===== src/rtl/spi_slave_ram_burst.sv =====
// spi_slave_ram_burst: clk-sampled SPI slave driving an internal RAM with burst access and a saturating frame-error count
module spi_slave_ram_burst #(
  parameter int ADDR_WIDTH = 8,
  parameter int DATA_WIDTH = 8,
  parameter int BURST_EN   = 1,
  parameter int ERR_WIDTH  = 8
) (
  input  logic                 clk,
  input  logic                 rst,
  input  logic                 SS_n,
  input  logic                 MOSI,
  output logic                 MISO,
  output logic                 busy,
  output logic [ERR_WIDTH-1:0] err_cnt
);
  localparam int SW = ADDR_WIDTH > DATA_WIDTH ? ADDR_WIDTH : DATA_WIDTH;
  localparam int CW = $clog2(SW + 1);
  typedef enum logic [2:0] {IDLE, OPC, WADDR, RADDR, WDATA, RDATA, DONE} state_t;
  state_t state;
  logic op_msb;
  logic [CW-1:0] cnt;
  logic [SW-1:0] sh, sh_nx;
  logic [DATA_WIDTH-1:0] rd_word, out_word;
  logic [DATA_WIDTH-1:0] mem [0:2**ADDR_WIDTH-1];
  logic [ADDR_WIDTH-1:0] wr_ptr, rd_ptr;
  logic addr_last, data_last, word_end, we, re, abort;
  assign sh_nx     = {sh[SW-2:0], MOSI};
  assign addr_last = cnt == CW'(ADDR_WIDTH - 1);
  assign data_last = cnt == CW'(DATA_WIDTH - 1);
  assign word_end  = cnt == CW'(DATA_WIDTH);
  assign out_word  = cnt == CW'(1) ? rd_word : sh[DATA_WIDTH-1:0];
  assign we        = !rst && !SS_n && state == WDATA && data_last;
  assign re        = !rst && !SS_n && state == RDATA && (cnt == '0 || (BURST_EN != 0 && word_end));
  assign abort     = (state == WADDR || state == WDATA) && cnt != '0;
  always_ff @(posedge clk) begin
    if (we) mem[wr_ptr] <= sh_nx[DATA_WIDTH-1:0];
    if (re) rd_word <= mem[rd_ptr];
  end
  always_ff @(posedge clk) begin
    if (rst) begin
      state   <= IDLE;
      MISO    <= 1'b0;
      busy    <= 1'b0;
      op_msb  <= 1'b0;
      cnt     <= '0;
      sh      <= '0;
      wr_ptr  <= '0;
      rd_ptr  <= '0;
      err_cnt <= '0;
    end else if (SS_n) begin
      state <= IDLE;
      MISO  <= 1'b0;
      busy  <= 1'b0;
      cnt   <= '0;
      sh    <= '0;
      if (abort && !(&err_cnt)) err_cnt <= err_cnt + 1'b1;
    end else begin
      MISO <= 1'b0;
      busy <= 1'b1;
      case (state)
        IDLE: begin
          state <= OPC;
          cnt   <= '0;
        end
        OPC: begin
          op_msb <= MOSI;
          cnt    <= cnt == '0 ? CW'(1) : '0;
          if (cnt != '0) state <= op_msb ? (MOSI ? RDATA : RADDR) : (MOSI ? WDATA : WADDR);
        end
        WADDR, RADDR: begin
          sh  <= sh_nx;
          cnt <= addr_last ? '0 : cnt + 1'b1;
          if (addr_last && state == WADDR) wr_ptr <= sh_nx[ADDR_WIDTH-1:0];
          if (addr_last && state == RADDR) rd_ptr <= sh_nx[ADDR_WIDTH-1:0];
          if (addr_last) state <= DONE;
        end
        WDATA: begin
          sh  <= sh_nx;
          cnt <= data_last ? '0 : cnt + 1'b1;
          if (data_last) wr_ptr <= wr_ptr + 1'b1;
          if (data_last && BURST_EN == 0) state <= DONE;
        end
        RDATA: begin
          if (re) rd_ptr <= rd_ptr + 1'b1;
          if (cnt != '0) begin
            MISO                <= out_word[DATA_WIDTH-1];
            sh[DATA_WIDTH-1:0]  <= out_word << 1;
          end
          cnt <= word_end ? CW'(BURST_EN != 0) : cnt + 1'b1;
          if (word_end && BURST_EN == 0) state <= DONE;
        end
        DONE: state <= DONE;
        default: state <= IDLE;
      endcase
    end
  end
endmodule


===== config.mk =====
export PLATFORM = sky130hd
export DESIGN_NAME = spi_slave_ram_burst
export DESIGN_NICKNAME = d
export VERILOG_FILES = /design/src/rtl/spi_slave_ram_burst.sv
export SDC_FILE = /design/constraint.sdc
export NUM_CORES = 2
export LEC_CHECK = 0
export ABC_AREA = 1
export CAP_MARGIN = 10
export CORE_MARGIN = 1
export CORE_UTILIZATION = 30
export DETAILED_ROUTE_END_ITERATION = 10
export GPL_ROUTABILITY_DRIVEN = 0
export SLEW_MARGIN = 20
export SYNTH_ARGS = -nofsm -noshare
export SYNTH_HDL_FRONTEND = slang
export SYNTH_SLANG_ARGS = --single-unit

===== constraint.sdc =====
create_clock -name clk -period 6.47 [get_ports clk]
set_input_delay 1.294 -clock clk [delete_from_list [all_inputs] [get_ports clk]]
set_output_delay 1.294 -clock clk [all_outputs]
set_load 0.01 [all_outputs]

; Yosys cells after proc, flatten, opt, wreduce, memory -nomap -nowiden
; Memory sizes are Yosys's and may differ from the RTL's. A register that Yosys moved wholly into a read port is not among the register bits.
; Index checks and enable logic that the tools add are counted.
[totals]
out_inout_bits = 10
n_memories = 1
input_bits = 4
word_cells = 89
ram_bits = 2048
reg_bits = 42
[classes]
n_addsub = 4
n_reduce_logical = 33
n_bitwise = 4
muxes = 22
n_eq_ne = 16
[mem_list]
columns = name, words, width, read_ports, rd_ports_with_merged_regs, wr, line
row1 = mem, 256, 8, 1, 1, 1, 24  ; logic [DATA_WIDTH-1:0] mem [0:2**ADDR_WIDTH-1];
[op_table]
columns = operator, count
row1 = two-way mux 8 bit, 6
row2 = one-hot mux 8 bit (2 select lines), 3
row3 = "adder 8 x 1 -> 8 bit, second input constant", 3
row4 = one-hot mux 4 bit (4 select lines), 1
row5 = two-way mux 3 bit, 5
row6 = one-hot mux 3 bit (5 select lines), 1
row7 = "inequality test 2 bit, second input constant", 6
row8 = "== test 3 bit, second input constant", 3
row9 = logical AND 1 bit, 9
row10 = two-way mux 4 bit, 2
row11 = AND reduction 4 bit, 2
row12 = AND reduction 8 bit, 1
row13 = nonzero test 4 bit, 2
row14 = "== test 3 x 2 -> 1 bit, second input constant", 2
row15 = AND reduction 2 bit, 3
row16 = nonzero test 2 bit, 3
row17 = OR reduction 2 bit, 3
row18 = "adder 4 x 1 -> 4 bit, second input constant", 1
row19 = "== test 4 x 1 -> 1 bit, second input constant", 1
row20 = "== test 4 x 3 -> 1 bit, second input constant", 1
row21 = "== test 4 bit, second input constant", 1
row22 = zero test 4 bit, 1
row23 = two-way mux 1 bit, 4
row24 = NOT 1 bit, 4
row25 = other kinds (8), 11

; Depth between registers and ports, before layout
[logic_depth]
word_depth = 6
depth_mapped = 19
depth_no_buf = 15

; Worst setup path before layout
; Ideal clock, no wire load.
[synth_path]
path_type = register to register
start = reg sh[3]
end = reg wr_ptr[4]
t_arrival_ns = 4.209
required_time_ns = 6.371
setup_slack_ns = 2.162
path_stages_with_launch = 3
setup_ns = 0.099
synth_period_minus_slack_ns = 4.308
n_path_buf = 0
path_cell_list = dfxtp_1 > o21ai_0 > a221oi_1
[synth_via]
elab_chain_cells = 2
[synth_lines]
columns = element, line
row1 = "start, declared", 22  ; logic [SW-1:0] sh, sh_nx;
row2 = "start signal, assigned", 71  ; sh <= sh_nx;
row3 = "start signal, assigned", 78  ; sh <= sh_nx;
row4 = "start signal, assigned by index", 87  ; sh[DATA_WIDTH-1:0] <= out_word << 1;
row5 = two-way mux 8 bit, 73  ; if (addr_last && state == WADDR) wr_ptr <= sh_nx[ADDR_WIDTH-1:0];
row6 = one-hot mux 8 bit (2 select lines), 60  ; case (state)
row7 = "end signal, assigned", 73
row8 = "end signal, assigned", 80  ; if (data_last) wr_ptr <= wr_ptr + 1'b1;
row9 = "end, declared", 25  ; logic [ADDR_WIDTH-1:0] wr_ptr, rd_ptr;
; No other way between the ends. The select of a mux whose other input is x is not followed.
; A chain may end at the register's enable or synchronous reset.

; Final worst setup path
[layout_path]
start = in SS_n
end = mem mem[212][3] (enable)
[layout_via]
elab_chain_cells = 6
[layout_lines]
columns = element, line
row1 = "start, declared", 10  ; input logic SS_n,
row2 = zero test 1 bit, 32  ; assign we = !rst && !SS_n && state == WDATA && data_last;
row3 = logical AND 1 bit (3 in series), 32
row4 = two-way mux 1 bit, 36  ; if (we) mem[wr_ptr] <= sh_nx[DATA_WIDTH-1:0];
row5 = two-way mux 1 bit (not written as such), 36
row6 = "end, declared", 24
; No other way between the ends.

==> flow_summary_export.csv <==
group,metric,value,unit
route,drt_pass1_iterations,6,
logic_synthesis,ys_seq_area_share,70.3,%
setup_path,worstSetupEndpointType,"register",
global_route,grt_max_degree,256,
final_layout,layout.cells.most_common,"nand2_1",
sta,setup_tns,0,ns
final_layout,final_nets,8082,
route,viasPerCell,4.87,
power,power_density,278,nW/um2
logic_synthesis,synth_compound_area_share,5.07,%
global_route,overflow,0,
logic_synthesis,synthAdderAreaFrac,0.126,%
logic_synthesis,syn_inst,8242,
setup_path,cpPeakStageDelay,0.60,ns
global_route,grt_use_total,16.2,%
placed_design,io_buffers,13,
logic_synthesis,ys_types,43,
clock_tree,numCtsBuffers,208,
logic_synthesis,async_flop_share,0,%
die,dieArea,299000,um2
setup_path,path_buf_inv,4,
sta,fin_ws,2.09,ns
setup_path,worstPathArrival,4.88,ns
clock_tree,postCtsSetupRepairBufs,0,
die,num_rows,199,
setup_path,cp_max_fo,13,
min_path,hold_class,"register to register",
sta,hold_slack,0.489,ns
final_layout,n_fill_cell,29000,
clock_tree,root_buffer,"clkbuf_16",
route,avgRoutedWirePerCell,20.4,um
die,die_w,547,um
logic_synthesis,yosys_warnings,0,
route,ant_nets,0,
logic_synthesis,synth_ff_type,"edfxtp_1",
clock_tree,clk_path_buf_depth,3,
power,p_leak,37.7,nW
logic_synthesis,ys_seq_elements,2098,
logic_synthesis,synth-edff-count,2056,
placed_design,dp_slack,1.22,ns
sta,setup_viol,0,
setup_path,start_kind,"input port",
setup_path,crit_start,"SS_n",
sta,period_needed,4.38,ns
sta,slew_headroom,18.7,%
logic_synthesis,synthMuxAreaShare,0.0112,%
die,initial_core_util,30.2,%
clock_tree,hold_buffers,0,
global_route,antenna_found_initial,3,
final_layout,final_cell_mix,"nand2_1 (2071), edfxtp_1 (2056), nor2_1 (1261)",
placed_design,place_hpwl,142000,um
logic_synthesis,synth_fp_nets,8255,
clock_tree,cts.sinks,2098,
logic_synthesis,syn_area,89000,um2
clock_tree,ctsResizeCount,0,
clock_tree,path_clk_slew,0.06,ns
final_layout,post-route-util,33.8,%
die,coreArea,295000,um2
route,wl,249000,um
final_layout,syn_to_final_growth,11.9,%
sta,drv_slew,0,
flow_run,cap_viol_max_count,0,
setup_path,path_cells,"clkdlybuf4s50_1, nor2_2, inv_2, nor3_2, inv_2, nor2_4, nand2_2, buf_4, nor2_1",
logic_synthesis,synth_top_family_by_area,"simple AND/OR/NAND/NOR gates",
logic_synthesis,synth-xor-area-share,0.0689,%
sta,finalHoldViolations,0,
logic_synthesis,yosys.area_share.simple,18.4,%
sta,tightestPinTransition,1.21,ns
route,dr_total_vias,59200,
final_layout,fin_area,99600,um2
sta,fin_skew,0.0380,ns
logic_synthesis,synth_area_per_cell,10.8,um2
power,max-vdd-ir-drop,0.000306,V
setup_path,slowest_stage,"nand2_2",
min_path,holdCritStartpoint,"err_cnt[7]$_SDFFE_PP0P_",
placed_design,place_area,92400,um2
setup_path,crit_top_cell,"inv_2",
clock_tree,htreeDepth,4,
run_status,outcome,"complete, no violations",
route,drc,0,
clock_tree,cts_tree,"built",
sta,fmax,0.228,GHz
setup_path,crit_type,"input port to register",
setup_path,r2r-start,"rd_ptr[2]$_SDFFE_PP0P_",
sta,rsz0062_at_grt,"no",
clock_tree,clk_latency,0.86,ns
global_route,grt_pass1_wl,367000,um
sta,period_share,67.7,%
setup_path,required,6.97,ns
route,drt_iter0_drc,6649,
die,die_y,547,um
global_route,grt_pass1_vias,57900,
die,pin_count,14,
final_layout,layout-drive-gt1-share,5.42,%
setup_path,path_delay_family,"simple AND/OR/NAND/NOR gates",
-- flip-flops by register name (all words and copies together), names as in the netlist, 3 cells and up --
signal   cells
cnt          4
err_cnt      8
mem       2048
rd_ptr       8
rd_word      8
sh           8
state        3
wr_ptr       8
-- area by class of cell --
class	count	area (um2)	area share, %
flip-flops and latches	2098	62600	62.8
multi-input cells	4947	21100	21.2
clock buffers	242	5330	5.35
well taps	3919	4900	4.92
inverters	726	2770	2.78
clock inverters	148	1910	1.92
repair buffers	88	998	1.00
diodes	1	2.50	0.00251
-- logic make-up (layout without fill, tap and decap cells) --
logic type | count (synthesis) | count (layout)
simple gates | 4092 | 4092
flops | 2098 | 2098
buf+inv | 1197 | 1204
compound gates | 838 | 838
fa+ha+maj | 9 | 9
xor+xnor | 7 | 7
mux | 1 | 1
other cells | 0 | 1
-- stage by stage --
step | power (mW) | instances
6_report | 27.7 | 12200
5_1_grt | 28.3 | 12200
4_1_cts | 27.8 | 12200
3_5_place_dp | 15.3 | 11800
3_3_place_gp | 15.3 | 11800
2_1_floorplan | 15.2 | 8242
-- metal layers --
| metal | global-route usage, % | wire length [um] |
|---|---|---|
| met5 | 0 | 8 |
| met4 | 6.60 | 9920 |
| met3 | 2.70 | 19700 |
| met2 | 26.9 | 117000 |
| met1 | 21.1 | 102000 |
-- worst min-delay path, stage by stage (launching register included) --
cell and delay, ns:
dfxtp_1 0.32, nand2_1 0.06, a21oi_1 0.06
-- report_power, final --
group / switching [mW] / internal (mW) / total (mW)
registers: 0.0150 / 14.8 / 14.8
clock network: 5.28 / 7.40 / 12.7
logic: 0.169 / 0.0270 / 0.196
-- synthesized netlist by cell type, drive strengths merged (4+ instances only) --
master | count | area share, %
o21ai | 571 | 3.2
o22ai | 4 | 0.028
dfxtp | 42 | 0.94
edfxtp | 2056 | 69
buf | 352 | 2.5
a221oi | 4 | 0.039
a21oi | 137 | 0.77
inv | 716 | 3.0
ha | 9 | 0.13
clkinv | 10 | 0.044
nand3 | 707 | 4.0
nand2 | 2089 | 8.9
a31oi | 9 | 0.063
nor3 | 13 | 0.097
nand4 | 4 | 0.028
clkbuf | 119 | 0.50
or2 | 7 | 0.049
a211oi | 4 | 0.034
o211ai | 105 | 0.89
xor2 | 6 | 0.059
nor2 | 1269 | 5.4
-- path summary, 6_finish.rpt --
path                                   to  slack [ns]  cells after the start
hold / removal    err_cnt[7]$_SDFFE_PP0P_        0.49                      2
setup reg to reg     rd_word[1]$_DFFE_PP_        2.60                     12
hold reg to reg   err_cnt[7]$_SDFFE_PP0P_        0.49                      2
setup / recovery    mem[212][3]$_DFFE_PP_        2.09                      9
(Power assumes the default switching activity.)
